--- src/rtl/fir_mac_engine_if.sv ---
// Sample/coefficient/result bundle of one FIR MAC section.
// The master side drives samples and coefficient writes; the slave side is the engine.
interface fir_mac_engine_if #(
   parameter int DW = 16
);
   logic                 iEnSample600k;
   logic signed [DW-1:0] iFirIn;
   logic                 iCoeffWe;
   logic [3:0]           iCoeffAddr;
   logic signed [DW-1:0] iCoeffData;
   logic signed [DW-1:0] oMac;
   logic                 oEnDelay;
   logic                 oBusy;
   logic                 oOverrun;

   modport master (
      output iEnSample600k, iFirIn, iCoeffWe, iCoeffAddr, iCoeffData,
      input  oMac, oEnDelay, oBusy, oOverrun
   );

   modport slave (
      input  iEnSample600k, iFirIn, iCoeffWe, iCoeffAddr, iCoeffData,
      output oMac, oEnDelay, oBusy, oOverrun
   );
endinterface

--- src/rtl/fir_mac_engine.sv ---
// Time-multiplexed FIR section: one TAPS-long delay line and coefficient set,
// one multiply-accumulate per clock, saturated partial sum with a one-cycle strobe.
// A single pending slot absorbs one sample that arrives while a MAC is in flight.
module fir_mac_engine #(
   parameter int TAPS  = 10,
   parameter int DW    = 16,
   parameter int ACCW  = 36,
   parameter int SHIFT = 15
) (
   input logic              iClk12M,
   input logic              iRst,
   fir_mac_engine_if.slave  bus
);
   localparam int KW = (TAPS > 1) ? $clog2(TAPS) : 1;
   localparam logic [KW-1:0] LAST_IDX = KW'(TAPS - 1);
   localparam logic signed [ACCW-1:0] SAT_MAX = ACCW'((64'sd1 <<< (DW - 1)) - 64'sd1);
   localparam logic signed [ACCW-1:0] SAT_MIN = ACCW'(-(64'sd1 <<< (DW - 1)));

   typedef enum logic [1:0] {
      IDLE = 2'd0,
      MAC  = 2'd1,
      DONE = 2'd2
   } state_t;

   state_t                 state_r;
   logic signed [DW-1:0]   tap_r [TAPS];
   logic signed [DW-1:0]   coef_r [TAPS];
   logic signed [ACCW-1:0] acc_r;
   logic [KW-1:0]          tapIdx_r;
   logic signed [DW-1:0]   pend_r;
   logic                   pendValid_r;
   logic signed [DW-1:0]   mac_r;
   logic                   enDelay_r;
   logic                   busy_r;
   logic                   overrun_r;

   logic                   shift_s;
   logic signed [DW-1:0]   shiftIn_s;
   logic                   coefWrOk_s;
   logic signed [DW-1:0]   tapSel_s;
   logic signed [DW-1:0]   coefSel_s;
   logic signed [2*DW-1:0] prod_s;
   logic signed [ACCW-1:0] accNext_s;

   // Arithmetic right shift (floor) then clamp to the signed DW-bit range.
   function automatic logic signed [DW-1:0] satShift(input logic signed [ACCW-1:0] a);
      logic signed [ACCW-1:0] s;
      logic signed [DW-1:0]   res;
      s = a >>> SHIFT;
      if (s > SAT_MAX) begin
         res = SAT_MAX[DW-1:0];
      end else if (s < SAT_MIN) begin
         res = SAT_MIN[DW-1:0];
      end else begin
         res = s[DW-1:0];
      end
      return res;
   endfunction

   // Decide when the delay line advances and which sample (live or pending) enters it.
   always_comb begin
      shift_s   = 1'b0;
      shiftIn_s = bus.iFirIn;
      case (state_r)
         IDLE: begin
            shift_s = bus.iEnSample600k;
         end
         DONE: begin
            shift_s = pendValid_r || bus.iEnSample600k;
            if (pendValid_r) begin
               shiftIn_s = pend_r;
            end else begin
               shiftIn_s = bus.iFirIn;
            end
         end
         default: begin
            shift_s = 1'b0;
         end
      endcase
      coefWrOk_s = bus.iCoeffWe && (state_r == IDLE) && ({28'd0, bus.iCoeffAddr} < 32'(TAPS));
      tapSel_s   = tap_r[tapIdx_r];
      coefSel_s  = coef_r[tapIdx_r];
      prod_s     = (2*DW)'(tapSel_s) * (2*DW)'(coefSel_s);
      accNext_s  = acc_r + ACCW'(prod_s);
   end

   // Delay line: the newest sample enters tap 0, older ones move one place down.
   always_ff @(posedge iClk12M or posedge iRst) begin
      if (iRst) begin
         for (int k = 0; k < TAPS; k++) tap_r[k] <= '0;
      end else if (shift_s) begin
         for (int k = TAPS - 1; k > 0; k--) tap_r[k] <= tap_r[k-1];
         tap_r[0] <= shiftIn_s;
      end
   end

   // Coefficient store: writable only while idle; a write alongside a strobe still lands first.
   always_ff @(posedge iClk12M or posedge iRst) begin
      if (iRst) begin
         for (int k = 0; k < TAPS; k++) coef_r[k] <= '0;
      end else if (coefWrOk_s) begin
         coef_r[KW'(bus.iCoeffAddr)] <= bus.iCoeffData;
      end
   end

   // Sequencer: sample intake, serial MAC, result publication, pending slot and status flags.
   always_ff @(posedge iClk12M or posedge iRst) begin
      if (iRst) begin
         state_r     <= IDLE;
         acc_r       <= '0;
         tapIdx_r    <= '0;
         pend_r      <= '0;
         pendValid_r <= 1'b0;
         mac_r       <= '0;
         enDelay_r   <= 1'b0;
         busy_r      <= 1'b0;
         overrun_r   <= 1'b0;
      end else begin
         enDelay_r <= 1'b0;
         case (state_r)
            IDLE: begin
               if (bus.iEnSample600k) begin
                  acc_r    <= '0;
                  tapIdx_r <= '0;
                  busy_r   <= 1'b1;
                  state_r  <= MAC;
               end else begin
                  busy_r   <= 1'b0;
               end
            end
            MAC: begin
               acc_r <= accNext_s;
               if (tapIdx_r == LAST_IDX) begin
                  // Publish the result that includes this final product.
                  tapIdx_r  <= '0;
                  mac_r     <= satShift(accNext_s);
                  enDelay_r <= 1'b1;
                  state_r   <= DONE;
               end else begin
                  tapIdx_r  <= tapIdx_r + KW'(1);
               end
               if (bus.iEnSample600k) begin
                  pend_r      <= bus.iFirIn;
                  pendValid_r <= 1'b1;
                  if (pendValid_r) begin
                     overrun_r <= 1'b1;
                  end
               end
            end
            DONE: begin
               if (pendValid_r || bus.iEnSample600k) begin
                  // The waiting (or just-arrived) sample has entered the delay line.
                  acc_r    <= '0;
                  tapIdx_r <= '0;
                  state_r  <= MAC;
                  if (pendValid_r && bus.iEnSample600k) begin
                     pend_r      <= bus.iFirIn;
                     pendValid_r <= 1'b1;
                  end else begin
                     pendValid_r <= 1'b0;
                  end
               end else begin
                  busy_r  <= 1'b0;
                  state_r <= IDLE;
               end
            end
            default: begin
               pendValid_r <= 1'b0;
               busy_r      <= 1'b0;
               state_r     <= IDLE;
            end
         endcase
      end
   end

   assign bus.oMac     = mac_r;
   assign bus.oEnDelay = enDelay_r;
   assign bus.oBusy    = busy_r;
   assign bus.oOverrun = overrun_r;
endmodule

--- src/flat_wrapper.sv ---
// flat-port wrapper written by rule: the top's interface ports become plain ports
module fir_mac_engine_flat 
#(
   parameter int TAPS  = 10,
   parameter int DW    = 16,
   parameter int ACCW  = 36,
   parameter int SHIFT = 15
)
  (iClk12M, iRst, bus_iEnSample600k, bus_iFirIn, bus_iCoeffWe, bus_iCoeffAddr, bus_iCoeffData, bus_oMac, bus_oEnDelay, bus_oBusy, bus_oOverrun);
  fir_mac_engine_if #(.DW(DW)) bus_i ();
  input logic iClk12M;
  input logic iRst;
  input wire logic [$bits(bus_i.iEnSample600k)-1:0] bus_iEnSample600k;
  input wire logic [$bits(bus_i.iFirIn)-1:0] bus_iFirIn;
  input wire logic [$bits(bus_i.iCoeffWe)-1:0] bus_iCoeffWe;
  input wire logic [$bits(bus_i.iCoeffAddr)-1:0] bus_iCoeffAddr;
  input wire logic [$bits(bus_i.iCoeffData)-1:0] bus_iCoeffData;
  output wire logic [$bits(bus_i.oMac)-1:0] bus_oMac;
  output wire logic [$bits(bus_i.oEnDelay)-1:0] bus_oEnDelay;
  output wire logic [$bits(bus_i.oBusy)-1:0] bus_oBusy;
  output wire logic [$bits(bus_i.oOverrun)-1:0] bus_oOverrun;
  assign bus_i.iEnSample600k = bus_iEnSample600k;
  assign bus_i.iFirIn = bus_iFirIn;
  assign bus_i.iCoeffWe = bus_iCoeffWe;
  assign bus_i.iCoeffAddr = bus_iCoeffAddr;
  assign bus_i.iCoeffData = bus_iCoeffData;
  assign bus_oMac = bus_i.oMac;
  assign bus_oEnDelay = bus_i.oEnDelay;
  assign bus_oBusy = bus_i.oBusy;
  assign bus_oOverrun = bus_i.oOverrun;
  fir_mac_engine #(.TAPS(TAPS), .DW(DW), .ACCW(ACCW), .SHIFT(SHIFT)) u_core (.iClk12M(iClk12M), .iRst(iRst), .bus(bus_i));
endmodule
--- config.mk ---
export PLATFORM = sky130hd
export DESIGN_NAME = fir_mac_engine_flat
export DESIGN_NICKNAME = d
export VERILOG_FILES = /design/src/rtl/fir_mac_engine_if.sv /design/src/rtl/fir_mac_engine.sv /design/src/flat_wrapper.sv
export SDC_FILE = /design/constraint.sdc
export NUM_CORES = 2
export LEC_CHECK = 0
export CORE_UTILIZATION = 25
export CTS_BUF_LIST = sky130_fd_sc_hd__clkbuf_4
export DETAILED_ROUTE_END_ITERATION = 10
export PLACE_DENSITY = 0.5
export SYNTH_ARGS = -nofsm -noshare
export SYNTH_HDL_FRONTEND = slang
export SYNTH_SLANG_ARGS = --single-unit
--- constraint.sdc ---
create_clock -name iClk12M -period 16.1 [get_ports iClk12M]
set_clock_uncertainty 0.15 [all_clocks]
set_input_delay 1.61 -clock iClk12M [delete_from_list [all_inputs] [get_ports iClk12M]]
set_output_delay 1.61 -clock iClk12M [all_outputs]
set_load 0.02 [all_outputs]
# --- Word level (Yosys, flattened, before mapping) ---
# Cells that the tools add are included.
word_totals:
  reg_bits: 398
  output_inout_bits: 19
  wordCells: 104
classes:
  add_sub_neg: 2
  mul: 1
  order_cmp: 6
  eq_ne: 9
  muxes: 38
  bitwise: 4
  n_reduce_logical: 15
ops:
  columns: ["operator", "count"]
  rows:
  - ["$mux 16", 12]
  - ["$bwmux 160", 1]
  - ["$bmux 16 s4", 2]
  - ["$pmux 36 s3", 1]
  - ["$mux 36", 2]
  - ["$demux 16 s4", 1]
  - ["$add 36x32->36", 1]
  - ["$mul 16x16->32", 1]
  - ["$pmux 16 s2", 1]
  - ["$gt 21x16->1 const B", 1]
  - ["$lt 21x16->1 const B", 1]
  - ["$mux 4", 3]
  - ["$pmux 4 s3", 1]
  - ["$ge 5x5->1 const B", 2]
  - ["$not 4->5", 2]
  - ["$reduce_and 3->1", 3]
  - ["$mux 1", 8]
  - ["$ne 2x1->1 const B", 3]
  - ["$ne 2x2->1 const B", 3]
  - ["$pmux 1 s3", 2]
  - ["$pmux 2 s3", 1]
  - ["$reduce_and 2->1", 3]
  - ["$lt 5x1->1 const B", 1]
  - ["$add 4x1->4 const B", 1]
  - ["other kinds (13)", 18]

# --- Depth between registers and ports, before layout ---
logic_depth:
  ltp_word: 9
  ltp_mapped: 34

# --- Least setup slack after synthesis ---
# OpenSTA, ideal clock, no wires.
synth_path:
  kind: "register -> register"
  startpoint: "reg u_core.tapIdx_r[1]"
  endpoint: "reg u_core.mac_r[9] (netlist: u_core.bus.oMac[9])"
  setup_time_ns: 0.101
  arrival_time_ns: 8.382
  required_time_ns: 15.849
  slack_ns: 7.467
  stages_incl_launch_ff: 30
  cell_sequence: "dfrtp_1 > clkbuf_1 > buf_1 > buf_1 > mux4_2 > a2bb2oi_1 > clkbuf_1 > nor2_1 > fa_1 > fa_1 > inv_1 > fa_1 > inv_1 > fa_1 > fa_1 > inv_1 > fa_1 > inv_1 > ha_1 > a211oi_1 > nor2_1 > or3_1 > o22a_1 > a31oi_2 > o2111ai_1 > a21oi_1 > xnor2_1 > and4bb_1 > buf_4 > o32ai_1"
synth_via:
  elab_chain_len: 9
  elab_cells_between_ends: 15
  classes_between: "1 x add/sub; 1 x mul; 2 x order compare; 1 x eq/ne; 8 x mux; 1 x bitwise; 1 x reduce/logical"
synth_lines:
  columns: ["element", "line_no", "rtl"]
  rows:
  - ["from (decl)", "fir_mac_engine.sv:29", "logic [KW-1:0] tapIdx_r;"]
  - ["from (signal assigned)", "fir_mac_engine.sv:140", "tapIdx_r <= tapIdx_r + KW'(1);"]
  - ["$not 4->5 (not written as such)", "fir_mac_engine.sv:81, fir_mac_engine.sv:82", null]
  - ["$bmux 16 s4, on equally long branches", "fir_mac_engine.sv:81, fir_mac_engine.sv:82", null]
  - ["$mux 16, on equally long branches (2 in series)", "fir_mac_engine.sv:81, fir_mac_engine.sv:82", null]
  - ["$mul 16x16->32", "fir_mac_engine.sv:83", "prod_s = (2*DW)'(tapSel_s) * (2*DW)'(coefSel_s);"]
  - ["$add 36x32->36", "fir_mac_engine.sv:84", "accNext_s = acc_r + ACCW'(prod_s);"]
  - ["$lt 21x16->1", "fir_mac_engine.sv:52", "end else if (s < SAT_MIN) begin"]
  - ["$mux 16", "fir_mac_engine.sv:52", null]
  - ["$mux 16", "fir_mac_engine.sv:50", "if (s > SAT_MAX) begin"]
  - ["to (signal assigned)", "fir_mac_engine.sv:136", "mac_r <= satShift(accNext_s);"]
  - ["to (decl)", "fir_mac_engine.sv:32", "logic signed [DW-1:0] mac_r;"]
# Several ways; a longest one is shown, not always the timed one. The select of a mux whose other input is x is not followed.
# A chain may end at the register's enable or synchronous reset.

# --- Final worst setup path ---
layout_path:
  startpoint: "reg u_core.tapIdx_r[0]"
  endpoint: "reg u_core.mac_r[0] (netlist: u_core.bus.oMac[0])"
# Same word-level chain as after synthesis.

==> results.toml <==
[timing]
layout_min_cycle_time_ns = 10.48
setup_viol = 0
fin_crit_sh_pct = 65.1
slew_headroom_pct = 14.2
setup_tns_ns = 0
hold_violations = 0
fmax_ghz = 0.0954
worst_slew_pin_slew_ns = 1.28
rsz0062_at_grt = "false"
postLayoutSetupSlackWorst_ns = 5.62
drv_slew = 0

[finish]
fill_cells = 12200
nets = 3114
area_growth_pct = 12.8
layout-drive-gt1-share_pct = 25.0

[yosys]
synth_edf_count = 0
syn_nets = 3037
synth.avg_cell_area_um2 = 11.5
ys_types = 80
synth_area_um2 = 29600
async_flop_share_pct = 100
ys_seq_elements = 398
synth_warnings = 0
synth_cells = 2570
ys_seq_area_share_pct = 33.7
synthFlopType = "dfrtp_1"

[worst_hold_path]
worstHoldStart = "u_core.tap_r[74]"
holdPathStages = 1
min_path_type = "reg -> reg"
whs_endpoint = "u_core.tap_r[58]"

[clocking]
cts_setup_buffers = 0
root_buffer = "clkbuf_4"
cts.htree.levels = 3
clk_path_buf_depth = 3
hold_buffers = 0
cts_tree = "done"
cts.clk_slew.worst_paths_ns = 0.06
clock_latency_ns = 0.94
cts_resized = 0
cts.sinks = 398
cts_inserted_buffers = 110

[routing]
drt_iter0_markers = 989
antenna_left = 0
vias = 19100
wl_per_cell_um = 17.0
drc = 0
wirelength_um = 72500
first_pass_iters = 5
vias_per_cell = 4.48

[setup_path]
cp-end-kind = "flip-flop"
timing.rr.end = "u_core.bus.oMac[0]"
regToRegSetupSlack_ns = 5.62
crit_fanout = 53
cpMostUsedCell = "fa_1"
rr_worst_depth = 26
cp.required_ns = 16.72
cp-start-kind = "flip-flop"
arrival_ns = 11.11
critical_path_class = "reg -> reg"
max_stage_delay_ns = 1.02
rr_startpoint = "u_core.tapIdx_r[0]"
cpMaxStageDelayCell = "a2bb2oi_1"

[die]
core-area_um2 = 117000
start_util_pct = 25.3
row_count = 125
io-pin-count = 59
die_y_um = 346
die_w_um = 346
fp.dieArea_um2 = 120000

[global_routing]
grt_overflow = 0
grt_pass1_wl_um = 119000
antenna_found_initial = 4
grt_max_degree = 152
grt_pass1_vias = 20700
grt.total_usage_pct = 12.5

[placed_design]
io_buffers = 58
post-dp-hpwl_um = 51700
preCtsSetupSlack_ns = 5.64
routabilityCongestion = 0.806

[outcome]
status = "finished, final reports clean"

[flow_run]
cap_viol_max_count = 0
==> placed cells by master, fill, tap and decap left out, drive strengths merged, types with 4 or more instances in the layout <==
cell type | synthesis | routed
a211oi | 9 | 9
a21o | 9 | 9
a21oi | 63 | 63
a22o | 15 | 15
a22oi | 31 | 31
a2bb2oi | 14 | 14
a31oi | 4 | 4
and2 | 4 | 4
and3 | 6 | 6
buf | 41 | 42
clkbuf | 94 | 162
clkdlybuf4s50 | 0 | 58
clkinv | 1 | 34
dfrtp | 398 | 398
diode | 0 | 4
fa | 314 | 314
ha | 113 | 113
inv | 396 | 400
mux2 | 362 | 362
mux2i | 30 | 30
mux4 | 54 | 54
nand2 | 145 | 145
nand2b | 8 | 8
nand3 | 10 | 10
nor2 | 226 | 226
nor2b | 10 | 10
nor3 | 15 | 15
o211ai | 7 | 7
o21a | 7 | 7
o21ai | 58 | 58
o21bai | 5 | 5
o22a | 11 | 11
o22ai | 10 | 10
o2bb2ai | 6 | 6
o31ai | 7 | 7
o32ai | 15 | 15
o41ai | 4 | 4
or2 | 6 | 6
xnor2 | 22 | 22
xor2 | 4 | 4
==> worst max-delay path, delay by kind of cell (launching register included) <==
kind,cells,cell delay [ns]
muxes,1,0.59
AOI/OAI and AO/OA,11,3.70
and+or+nand+nor,2,0.43
buffers and inverters,5,1.28
DFF,1,0.77
adders and majority gates,7,3.32
==> synth_stat cells, drive strengths merged, types with 5 or more instances <==
master | n | area, um^2
a211oi | 9 | 85.1
a21o | 9 | 68.8
a21oi | 63 | 319
a22o | 15 | 131
a22oi | 31 | 238
a2bb2oi | 14 | 140
and3 | 6 | 37.5
buf | 41 | 188
clkbuf | 94 | 353
dfrtp | 398 | 9960
fa | 314 | 6290
ha | 113 | 1410
inv | 396 | 1490
mux2 | 362 | 4080
mux2i | 30 | 300
mux4 | 54 | 1220
nand2 | 145 | 544
nand2b | 8 | 50.1
nand3 | 10 | 50.1
nor2 | 226 | 851
nor2b | 10 | 62.6
nor3 | 15 | 86.3
o211ai | 7 | 57.6
o21a | 7 | 53.8
o21ai | 58 | 290
o21bai | 5 | 41.3
o22a | 11 | 96.3
o22ai | 10 | 62.6
o2bb2ai | 6 | 52.6
o31ai | 7 | 52.6
o32ai | 15 | 199
or2 | 6 | 37.5
xnor2 | 22 | 200
==> how the worst max path moves through the flow <==
| stage | slack [ns] | cells after the start | startpoint | endpoint |
|---|---|---|---|---|
| after floorplan | 3.27 | 1 | iRst | u_core.acc_r[0] |
| after global routing | 5.00 | 26 | u_core.tapIdx_r[0] | u_core.bus.oMac[9] |
| after global placement | 5.91 | 26 | u_core.tapIdx_r[0] | u_core.bus.oMac[0] |
| after detailed placement | 5.64 | 26 | u_core.tapIdx_r[0] | u_core.bus.oMac[0] |
| after CTS | 5.60 | 26 | u_core.tapIdx_r[0] | u_core.bus.oMac[0] |
| final | 5.62 | 26 | u_core.tapIdx_r[0] | u_core.bus.oMac[0] |
==> per-layer routing <==
| metal | GRT usage (%) | wire (um) | up-vias |
|---|---|---|---|
| li1 | - | - | 8739 |
| met1 | 16.9 | 33900 | 9931 |
| met2 | 20.6 | 34300 | 328 |
| met3 | 2.05 | 2750 | 110 |
| met4 | 3.58 | 1460 | 8 |
| met5 | 0 | 56 | - |
==> kinds of logic after synthesis <==
group / synth area share (%)
AOI/OAI and AO/OA: 7.26
xor gates and xnor gates: 0.796
muxes: 18.9
buffers and inverters: 6.87
DFF: 33.7
and+or+nand+nor: 6.39
adders and majority gates: 26.1
==> flip-flops by register name (all words and copies together), names as in the netlist <==
name,cells
u_core.coef_r,160
u_core.tap_r,160
u_core.bus.oBusy,1
u_core.tapIdx_r,4
u_core.bus.oEnDelay,1
u_core.bus.oMac,16
u_core.pend_r,16
u_core.acc_r,36
u_core.bus.oOverrun,1
u_core.pendValid_r,1
u_core.state_r,2
==> metrics by stage <==
step | instance area (um^2) | util (%) | hold WS [ns] | std cells
finish | 33300 | 28.6 | 0.296 | 4263
global route | 33300 | 28.6 | 0.323 | 4263
CTS | 33300 | 28.6 | 0.292 | 4259
detailed placement | 31900 | 27.3 | 0.326 | 4059
global placement | 31900 | 27.3 | 0.323 | 4059
floorplan | 29600 | - | 0.300 | 2570
==> area by class of cell <==
cell class	count	area [um^2]	share of cell area [%]
antenna	4	10.0	0.0300
multi-input combinational	1640	17600	52.8
clock buffer	162	1220	3.65
tap	1524	1910	5.72
inverter	397	1500	4.49
clock inverter	38	214	0.642
sequential	398	9970	29.9
timing repair buffer	100	908	2.72
Power is left out: the tool's default activity adds up to more than one toggle a clock period on the data nets, which glitch-free logic cannot reach.
